$ cat config.mk
export PLATFORM = sky130hd
export DESIGN_NAME = scsi_bus_arbiter
export DESIGN_NICKNAME = d
export VERILOG_FILES = /design/src/rtl/scsi_bus_arbiter.sv
export SDC_FILE = /design/constraint.sdc
export NUM_CORES = 1
export LEC_CHECK = 0
export CORE_MARGIN = 5
export CORE_UTILIZATION = 54
export DETAILED_ROUTE_END_ITERATION = 8
export GPL_TIMING_DRIVEN = 0
export HOLD_SLACK_MARGIN = 0.03
export PLACE_DENSITY = 0.82
export SLEW_MARGIN = 0
export SYNTH_ARGS = -nofsm -noshare
export SYNTH_HDL_FRONTEND = slang
export SYNTH_SLANG_ARGS = --single-unit
$ cat constraint.sdc
create_clock -name CLK -period 2.68 [get_ports CLK]
set_clock_uncertainty 0.2 [all_clocks]
set_input_delay 0.268 -clock CLK [delete_from_list [all_inputs] [get_ports CLK]]
set_output_delay 0.268 -clock CLK [all_outputs]
set_load 0.05 [all_outputs]
$ cat src/rtl/scsi_bus_arbiter.sv
// Bus-ownership sequencer for the 53C710 DMA master path: hands the host bus to the chip.
// Optional tenure-limit flag enabled by defining ARB_TENURE_LIMIT_EN.
module scsi_bus_arbiter #(
    parameter int unsigned HOLDOFF     = 4,
    parameter int unsigned ACK_TIMEOUT = 15,
    parameter int unsigned MAX_TENURE  = 256,
    parameter int unsigned CNT_W       = 9
) (
    input  logic       CLK,
    input  logic       IORST_n,
    input  logic       SBR_n,
    input  logic       SBGACK_n,
    output logic       SBG_n,
    output logic       EBR_n,
    input  logic       EBG_n,
    output logic       EBGACK_n,
    input  logic       slave_cycle,
    output logic       MYBUS_n,
    output logic       tenure_expired,
    output logic [2:0] arb_state
);

    typedef enum logic [2:0] {
        StIdle    = 3'd0,
        StReq     = 3'd1,
        StGrant   = 3'd2,
        StOwned   = 3'd3,
        StRelease = 3'd4
    } arb_state_e;

    localparam longint unsigned CntRange   = 64'd1 << CNT_W;
    localparam logic [CNT_W-1:0] Holdoff    = CNT_W'(HOLDOFF);
    localparam logic [CNT_W-1:0] AckTimeout = CNT_W'(ACK_TIMEOUT);
    localparam logic [CNT_W-1:0] CntOne     = CNT_W'(1);

    if (HOLDOFF >= CntRange || ACK_TIMEOUT >= CntRange || MAX_TENURE >= CntRange) begin : g_bad_cnt_w
        $error("scsi_bus_arbiter: CNT_W too narrow for counter limits");
    end

    arb_state_e       state_q;
    logic [CNT_W-1:0] cnt_q;
    logic             ebg_meta_q;
    logic             ebg_s_q;

`ifdef ARB_TENURE_LIMIT_EN
    localparam logic [CNT_W-1:0] MaxTenure = CNT_W'(MAX_TENURE);
    logic tenure_q;
    assign tenure_expired = tenure_q;
`else
    assign tenure_expired = 1'b0;
`endif

    assign arb_state = state_q;

    always_ff @(posedge CLK or negedge IORST_n) begin
        if (!IORST_n) begin
            state_q    <= StIdle;
            cnt_q      <= '0;
            ebg_meta_q <= 1'b1;
            ebg_s_q    <= 1'b1;
            SBG_n      <= 1'b1;
            EBR_n      <= 1'b1;
            EBGACK_n   <= 1'b1;
            MYBUS_n    <= 1'b1;
`ifdef ARB_TENURE_LIMIT_EN
            tenure_q   <= 1'b0;
`endif
        end else begin
            ebg_meta_q <= EBG_n;
            ebg_s_q    <= ebg_meta_q;
            case (state_q)
                StIdle: begin
                    if (cnt_q != '0) begin
                        cnt_q <= cnt_q - CntOne;
                    end
                    // A CPU slave access in flight always beats a new DMA request.
                    if (!SBR_n && !slave_cycle && cnt_q == '0) begin
                        state_q <= StReq;
                        EBR_n   <= 1'b0;
                    end
                end
                StReq: begin
                    if (SBR_n) begin
                        state_q <= StIdle;
                        EBR_n   <= 1'b1;
                    end else if (!ebg_s_q) begin
                        state_q  <= StGrant;
                        EBGACK_n <= 1'b0;
                        MYBUS_n  <= 1'b0;
                        SBG_n    <= 1'b0;
                        EBR_n    <= 1'b1;
                        cnt_q    <= '0;
                    end
                end
                StGrant: begin
                    cnt_q <= cnt_q + CntOne;
                    if (!SBGACK_n) begin
                        state_q <= StOwned;
                        SBG_n   <= 1'b1;
                        cnt_q   <= '0;
                    end else if (cnt_q == AckTimeout) begin
                        state_q <= StRelease;
                    end
                end
                StOwned: begin
                    if (cnt_q != '1) begin
                        cnt_q <= cnt_q + CntOne;
                    end
`ifdef ARB_TENURE_LIMIT_EN
                    if (cnt_q == MaxTenure) begin
                        tenure_q <= 1'b1;
                    end
`endif
                    if (SBGACK_n) begin
                        state_q <= StRelease;
                    end
                end
                StRelease: begin
                    state_q  <= StIdle;
                    EBGACK_n <= 1'b1;
                    MYBUS_n  <= 1'b1;
                    SBG_n    <= 1'b1;
                    cnt_q    <= Holdoff;
`ifdef ARB_TENURE_LIMIT_EN
                    tenure_q <= 1'b0;
`endif
                end
                default: begin
                    state_q <= StRelease;
                end
            endcase
        end
    end

endmodule
==> results of run 1 <==
-- registers in the layout (all words and copies together), names as in the netlist --
register and flops:
EBR_n 1, arb_state 3, MYBUS_n 1, SBG_n 1, ebg_meta_q 1, cnt_q 9
ebg_s_q 1
-- power by group --
part	internal [uW]	total, uW	switching, uW
combinational	456	1190	733
clock	55.5	141	85.1
sequential	372	485	112
total	884	1810	930
-- routing by layer --
layer	GRT usage (%)	vias up
met2	27.2	30
met3	3.71	4
met1	21.9	511
li1	-	519
met4	7.29	0
met5	0	-
-- critical path, stage by stage, from the launching register on --
cell                        delay (ns)
sky130_fd_sc_hd__dfrtp_1          0.44
sky130_fd_sc_hd__ha_1             0.25
sky130_fd_sc_hd__nand3_1          0.15
sky130_fd_sc_hd__nor2_1           0.09
sky130_fd_sc_hd__and3_1           0.19
sky130_fd_sc_hd__ha_1             0.18
sky130_fd_sc_hd__nand2_1          0.10
sky130_fd_sc_hd__a221oi_4         0.08
sky130_fd_sc_hd__a21oi_2          0.37
sky130_fd_sc_hd__o21ai_0          0.18
sky130_fd_sc_hd__o2bb2ai_1        0.16
-- area by class of cell --
type	count	area (sq um)	share of cell area (%)
Multi-Input combinational cell	103	649	48.7
Sequential cell	17	433	32.5
Timing Repair Buffer	12	120	9.01
Buffer	9	53.8	4.04
Tap cell	27	33.8	2.54
Clock buffer	3	22.5	1.69
Inverter	4	15.0	1.13
Clock inverter	1	5.00	0.376
-- cells in the final DEF (no fill, tap or decap), types with 3 or more instances in the layout --
| cell | instances |
|---|---|
| sky130_fd_sc_hd__o21ai_0 | 12 |
| sky130_fd_sc_hd__a21oi_1 | 9 |
| sky130_fd_sc_hd__clkdlybuf4s50_1 | 12 |
| sky130_fd_sc_hd__o32ai_1 | 3 |
| sky130_fd_sc_hd__nand2_1 | 13 |
| sky130_fd_sc_hd__dfrtp_1 | 11 |
| sky130_fd_sc_hd__dfstp_2 | 5 |
| sky130_fd_sc_hd__clkbuf_4 | 3 |
| sky130_fd_sc_hd__nor3_1 | 5 |
| sky130_fd_sc_hd__inv_1 | 4 |
| sky130_fd_sc_hd__nor2_1 | 14 |
| sky130_fd_sc_hd__nand3_1 | 3 |
| sky130_fd_sc_hd__buf_2 | 4 |
| sky130_fd_sc_hd__ha_1 | 3 |
| sky130_fd_sc_hd__nor2b_1 | 3 |
| sky130_fd_sc_hd__o21ai_1 | 4 |
-- worst max path at each step --
stage | cells after the start | startpoint | endpoint
after floorplan | 10 | cnt_q[1] | cnt_q[2]
after global placement | 10 | cnt_q[1] | cnt_q[5]
after detailed placement | 10 | cnt_q[1] | cnt_q[5]
after CTS | 10 | cnt_q[1] | cnt_q[5]
after global routing | 10 | cnt_q[0] | cnt_q[3]
final | 10 | cnt_q[0] | cnt_q[3]
-- through the flow --
step,setup WS (ns),area (sq um),hold slack (ns),instances
floorplan,0.378,1130,-0.228,133
global placement,0.157,1290,0.147,172
detailed placement,0.124,1290,0.148,172
CTS,0.0999,1310,0.164,176
global route,0.0134,1330,0.153,176
finish,0.195,1330,0.162,176
-- cell families after synthesis --
kind of cell,Yosys count,synth area share (%)
xor gates and xnor gates,3,2.32
DFF,17,38.1
buffers and inverters,13,6.08
AOI/OAI and AO/OA,47,27.2
and+or+nand+nor,49,22.7
other,1,0.331
adders and majority gates,3,3.32
==> results_dict.tcl, run 1 <==
set metrics [dict create \
    outcome "completed" \
    drt_first_pass_iters 5 \
    r2r-start "cnt_q[0]" \
    synth_largest_type_area_fraction_pct 26.5 \
    core_area_sq_um 1980 \
    critical_path_arrival_ns 2.47 \
    synth_fp_nets 142 \
    netlist-cell-type-count 46 \
    vias_per_cell 6.05 \
    first_global_vias 1019 \
    cts-buffers-inserted 3 \
    wl_cell_um 14.1 \
    num_io_pins 14 \
    worst_setup_path_start_kind "flop" \
    rsz_0062_raised_after_global_routing "no" \
    yosysWarnings 0 \
    pwr_density_cell_nw_per_um2 1360 \
    port_buffer_cells 12 \
    layout.nets 159 \
    dr_wl_met2_um 1190 \
    timing.slew.headroom_pct 48.5 \
    final_period_util_pct 92.7 \
    gp_routability_congestion 0.894 \
    largest_net_degree_at_the_start_of_global_routing 18 \
    drc_errors 0 \
    die_area_sq_um 3110 \
    drtAntennaViolNets 0 \
    rrSetupSlack_ns 0.19 \
    clkLatencyLatePin_ns 0.29 \
    total_setup_buffers_inserted_after_cts 0 \
    antenna_found_initial 0 \
    worstHoldStart "ebg_meta_q" \
    num-fill-cells 149 \
    worst_voltage_drop_across_the_vdd_grid_mv 0.913 \
    drt_iter0_markers 18 \
    dr.max_layer_used "met4" \
    worstPathMaxFanout 10 \
    synth-edff-count 0 \
    count_of_h_tree_levels_built_during_cts 1 \
    floorplan.rows 16 \
    finalHoldViolCount 0 \
    crit_required_ns 2.67 \
    whs_path_depth 0 \
    cap_viol_max_count 0 \
    synthMostInstantiatedCell "sky130_fd_sc_hd__nor2_1" \
    layout_utilization_pct 67.2 \
    dp_hpwl_um 1790 \
    worstMarginPinSlew_ns 0.770 \
    route.layer.met1.wl_um 1140 \
    die-width_um 55.8 \
    syn-instance-count 133 \
    synthesized_area_sq_um 1130 \
    fin_setup_tns_ns 0 \
    syn_area_per_cell_sq_um 8.51 \
    postSynth.topFlopCell "sky130_fd_sc_hd__dfrtp_1" \
    track_usage_pct 17.0 \
    netlist.top_cell.by_area "sky130_fd_sc_hd__dfrtp_1" \
    finalPower_uw 1810 \
    cts-root-buf "sky130_fd_sc_hd__clkbuf_4" \
    synth_common_cells "sky130_fd_sc_hd__nor2_1 (14), sky130_fd_sc_hd__nand2_1 (13), sky130_fd_sc_hd__dfrtp_1 (12), sky130_fd_sc_hd__o21ai_0 (12), sky130_fd_sc_hd__a21oi_1 (9)" \
    hold_buffer_count_at_cts 0 \
    initial_utilization_pct 57.1 \
    met3RoutedLength_um 130 \
    worstSetupEndpointType "flop" \
    seq_area_frac_synth_pct 38.1 \
    routed-via-count 1064 \
    cts_max_path_buffers 2 \
    maxSlewViolCount 0 \
    criticalPathCategory "reg2reg" \
    whs_endpoint "ebg_s_q" \
    grt_remaining_overflow 0 \
    share_of_flip_flops_with_an_asynchronous_set_or_reset_pct 100 \
    reg2regPathDepth 10 \
    achievable-frequency_ghz 0.402 \
    cellLeakagePower_uw 0.000533 \
    setup_viol_count_final 0 \
    die_height_um 55.8 \
    postSynthRegisterBits 17 \
    cts.repair.resized 0 \
    layout-drive-gt1-share_pct 16.8 \
    clkTransAtPathRegs_ns 0.11 \
    syn_to_final_growth_pct 17.7 \
    period_needed_ns 2.49 \
    cts_tree "done" \
    min_path_type "reg2reg" \
    netlist_top_cells_area "sky130_fd_sc_hd__dfrtp_1 (27%), sky130_fd_sc_hd__dfstp_2 (12%), sky130_fd_sc_hd__o21ai_0 (5.3%)" \
    first_pass_grt_wire_length_um 4300 \
    cts_sinks 17 \
    postRouteWirelength_um 2490 \
    timing.rr.end "cnt_q[3]" \
    antenna-diode-count 0 \
]
(Power assumes the default switching activity.)
==> inputs of run 2 (changes only) <==
CORE_MARGIN = 2   (was 5)
==> results_dict.tcl, run 2 (synthesis results as in run 1) <==
set metrics [dict create \
    criticalPathCategory "reg2reg" \
    place_worst_setup_slack_ns 0.120 \
    critical_path.n_buffers_inverters 0 \
    pwr_density_cell_nw_per_um2 1380 \
    cts_tree "done" \
    worst_voltage_drop_across_the_vdd_grid_mv 0.995 \
    first_global_vias 989 \
    min_path_type "reg2reg" \
    num-fill-cells 170 \
    finalHoldViolCount 0 \
    worstSetupEndpointType "flop" \
    drtAntennaViolNets 0 \
    floorplan.rows 16 \
    grt_remaining_overflow 0 \
    track_usage_pct 22.8 \
    comb_power_share_pct 65.7 \
    drc_errors 0 \
    gp_routability_congestion 0.871 \
    r2r-start "cnt_q[0]" \
    antenna-diode-count 0 \
    core_area_sq_um 1960 \
    dp_cells 172 \
    initial_utilization_pct 57.7 \
    cellLeakagePower_uw 0.000530 \
    syn_to_final_growth_pct 18.6 \
    period_needed_ns 2.47 \
    die_area_sq_um 2480 \
    die-width_um 49.8 \
    post-route-worst-setup-slack_ns 0.208 \
    most_frequent_cells_in_the_layout "sky130_fd_sc_hd__nor2_1 (14), sky130_fd_sc_hd__nand2_1 (13), sky130_fd_sc_hd__o21ai_0 (12), sky130_fd_sc_hd__clkdlybuf4s50_1 (12), sky130_fd_sc_hd__dfrtp_1 (11)" \
    crit_family "simple AND/OR/NAND/NOR gates" \
    cts_max_path_buffers 2 \
    sequentialPowerShare_pct 26.2 \
    cts-root-buf "sky130_fd_sc_hd__clkbuf_4" \
    largest_register_ffs 9 \
    cpMaxStageDelayCell "sky130_fd_sc_hd__dfrtp_1" \
    drt_first_pass_iters 4 \
    port_buffer_cells 12 \
    timing.rr.end "cnt_q[2]" \
    total_setup_buffers_inserted_after_cts 0 \
    rrSetupSlack_ns 0.21 \
    cts-buffers-inserted 3 \
    worst_setup_path_start_kind "flop" \
    timing.slew.headroom_pct 46.5 \
    die_height_um 49.8 \
    setup_viol_count_final 0 \
    cap_viol_max_count 0 \
    fin_setup_tns_ns 0 \
    first_pass_grt_wire_length_um 4400 \
    crit_required_ns 2.69 \
    count_of_h_tree_levels_built_during_cts 1 \
    worstHoldStart "ebg_meta_q" \
    maxSlewViolCount 0 \
    rsz_0062_raised_after_global_routing "no" \
    cts_sinks 17 \
    num_io_pins 14 \
    whs_path_depth 0 \
    layout.cells.most_common "sky130_fd_sc_hd__nor2_1" \
    pwr-share-clk_pct 8.1 \
    wl_cell_um 14.5 \
    dp_hpwl_um 1810 \
    layout.nets 159 \
    whs_endpoint "ebg_s_q" \
    largest_net_degree_at_the_start_of_global_routing 18 \
    outcome "completed" \
    final_period_util_pct 92.2 \
    max_flop_register "cnt_q" \
    clkTransAtPathRegs_ns 0.11 \
    worstPathMaxFanout 8 \
    worstPathCellList "ha_1, nand3_1, nor2_1, and3_1, ha_1, nand2_1, a221oi_4, a21o_4, nor2_1, o22a_1" \
    worstMarginPinSlew_ns 0.800 \
    timing.critical_path.slowest_cell_delay_ns 0.45 \
    cell_internal_power_dissipation_uw 893 \
    antenna_found_initial 0 \
    routed-via-count 1079 \
    fin_worst_hold_slack_ns 0.164 \
    total_switching_power_uw 961 \
    drt_iter0_markers 39 \
    finalPower_uw 1850 \
    clkLatencyLatePin_ns 0.30 \
    switching_share_pct 51.8 \
    reg2regPathDepth 10 \
    layout-drive-gt1-share_pct 16.8 \
    critical_path_arrival_ns 2.48 \
    vias_per_cell 6.13 \
    layout.cells.non_filler 176 \
    postRouteWirelength_um 2550 \
    achievable-frequency_ghz 0.405 \
]
run 2: cell types whose count changed in the layout (fill, tap and decap cells not counted):
cell | previous run | this run
sky130_fd_sc_hd__clkinv_2 | 1 | 0
sky130_fd_sc_hd__a21oi_4 | 0 | 1
sky130_fd_sc_hd__a21oi_2 | 1 | 0
sky130_fd_sc_hd__clkinvlp_4 | 0 | 1
run 2: power groups by stage:
| stage | sequential (uW) | combinational [uW] | clock, uW |
|---|---|---|---|
| 3_5_place_dp | 487 | 1150 | 0 |
| 2_1_floorplan | 596 | 766 | 0 |
| 6_report | 486 | 1220 | 151 |
| 4_1_cts | 482 | 1160 | 149 |
| 5_1_grt | 503 | 1340 | 158 |
| 3_3_place_gp | 478 | 1120 | 0 |
run 2: worst max-delay path by stage:
stage,from,endpoint,slack (ns),cells after the start
2_1_floorplan,cnt_q[1],cnt_q[2],0.38,10
3_3_place_gp,cnt_q[1],cnt_q[5],0.15,10
3_5_place_dp,cnt_q[1],cnt_q[5],0.12,10
4_1_cts,cnt_q[1],cnt_q[5],0.08,10
5_1_grt,cnt_q[0],cnt_q[2],0.05,10
6_report,cnt_q[0],cnt_q[2],0.21,10
run 2: metal layers:
metal  track usage, %  wire (um)  share of wire, %
met1             32.4       1140                45
met2             36.2       1250                49
met3             3.94        126               4.9
met5                0          0                 0
met4             5.56         40               1.6
run 2: metrics by stage:
step	area (sq um)	util, %
final	1340	68.4
after global placement	1290	65.6
after floorplan	1130	-
after global routing	1340	68.4
after CTS	1320	67.1
after detailed placement	1290	65.6
run 2: final cells by class:
type	count	area (sq um)	area share [%]
multi-input combinational	103	657	48.9
sequential	17	433	32.2
timing repair buffer	12	120	8.95
buffer	9	53.8	4.01
tap	27	33.8	2.52
clock buffer	3	22.5	1.68
inverter	4	15.0	1.12
clock inverter	1	7.51	0.559
run 2: timing repair:
item / 4_1_cts / 5_1_grt
endpoints found under the setup margin: 0 / 9
hold buffers: 0 / 0
resized for setup: 0 / 4
==> inputs of run 3 (changes only) <==
==> constraint.sdc (replaced) <==
create_clock -name CLK -period 2.68 [get_ports CLK]
set_clock_uncertainty 0.2 [all_clocks]
set_input_delay 0.67 -clock CLK [delete_from_list [all_inputs] [get_ports CLK]]
set_output_delay 0.67 -clock CLK [all_outputs]
set_load 0.05 [all_outputs]
==> results of run 3 <==
Same layout as run 2 (identical final DEF). Status: completed.
Among the figures that moved: setup slack after layout 0.208 ns -> 0.0440 ns; start point of the critical path cnt_q[0] -> MYBUS_n; end point of the critical path cnt_q[2] -> MYBUS_n
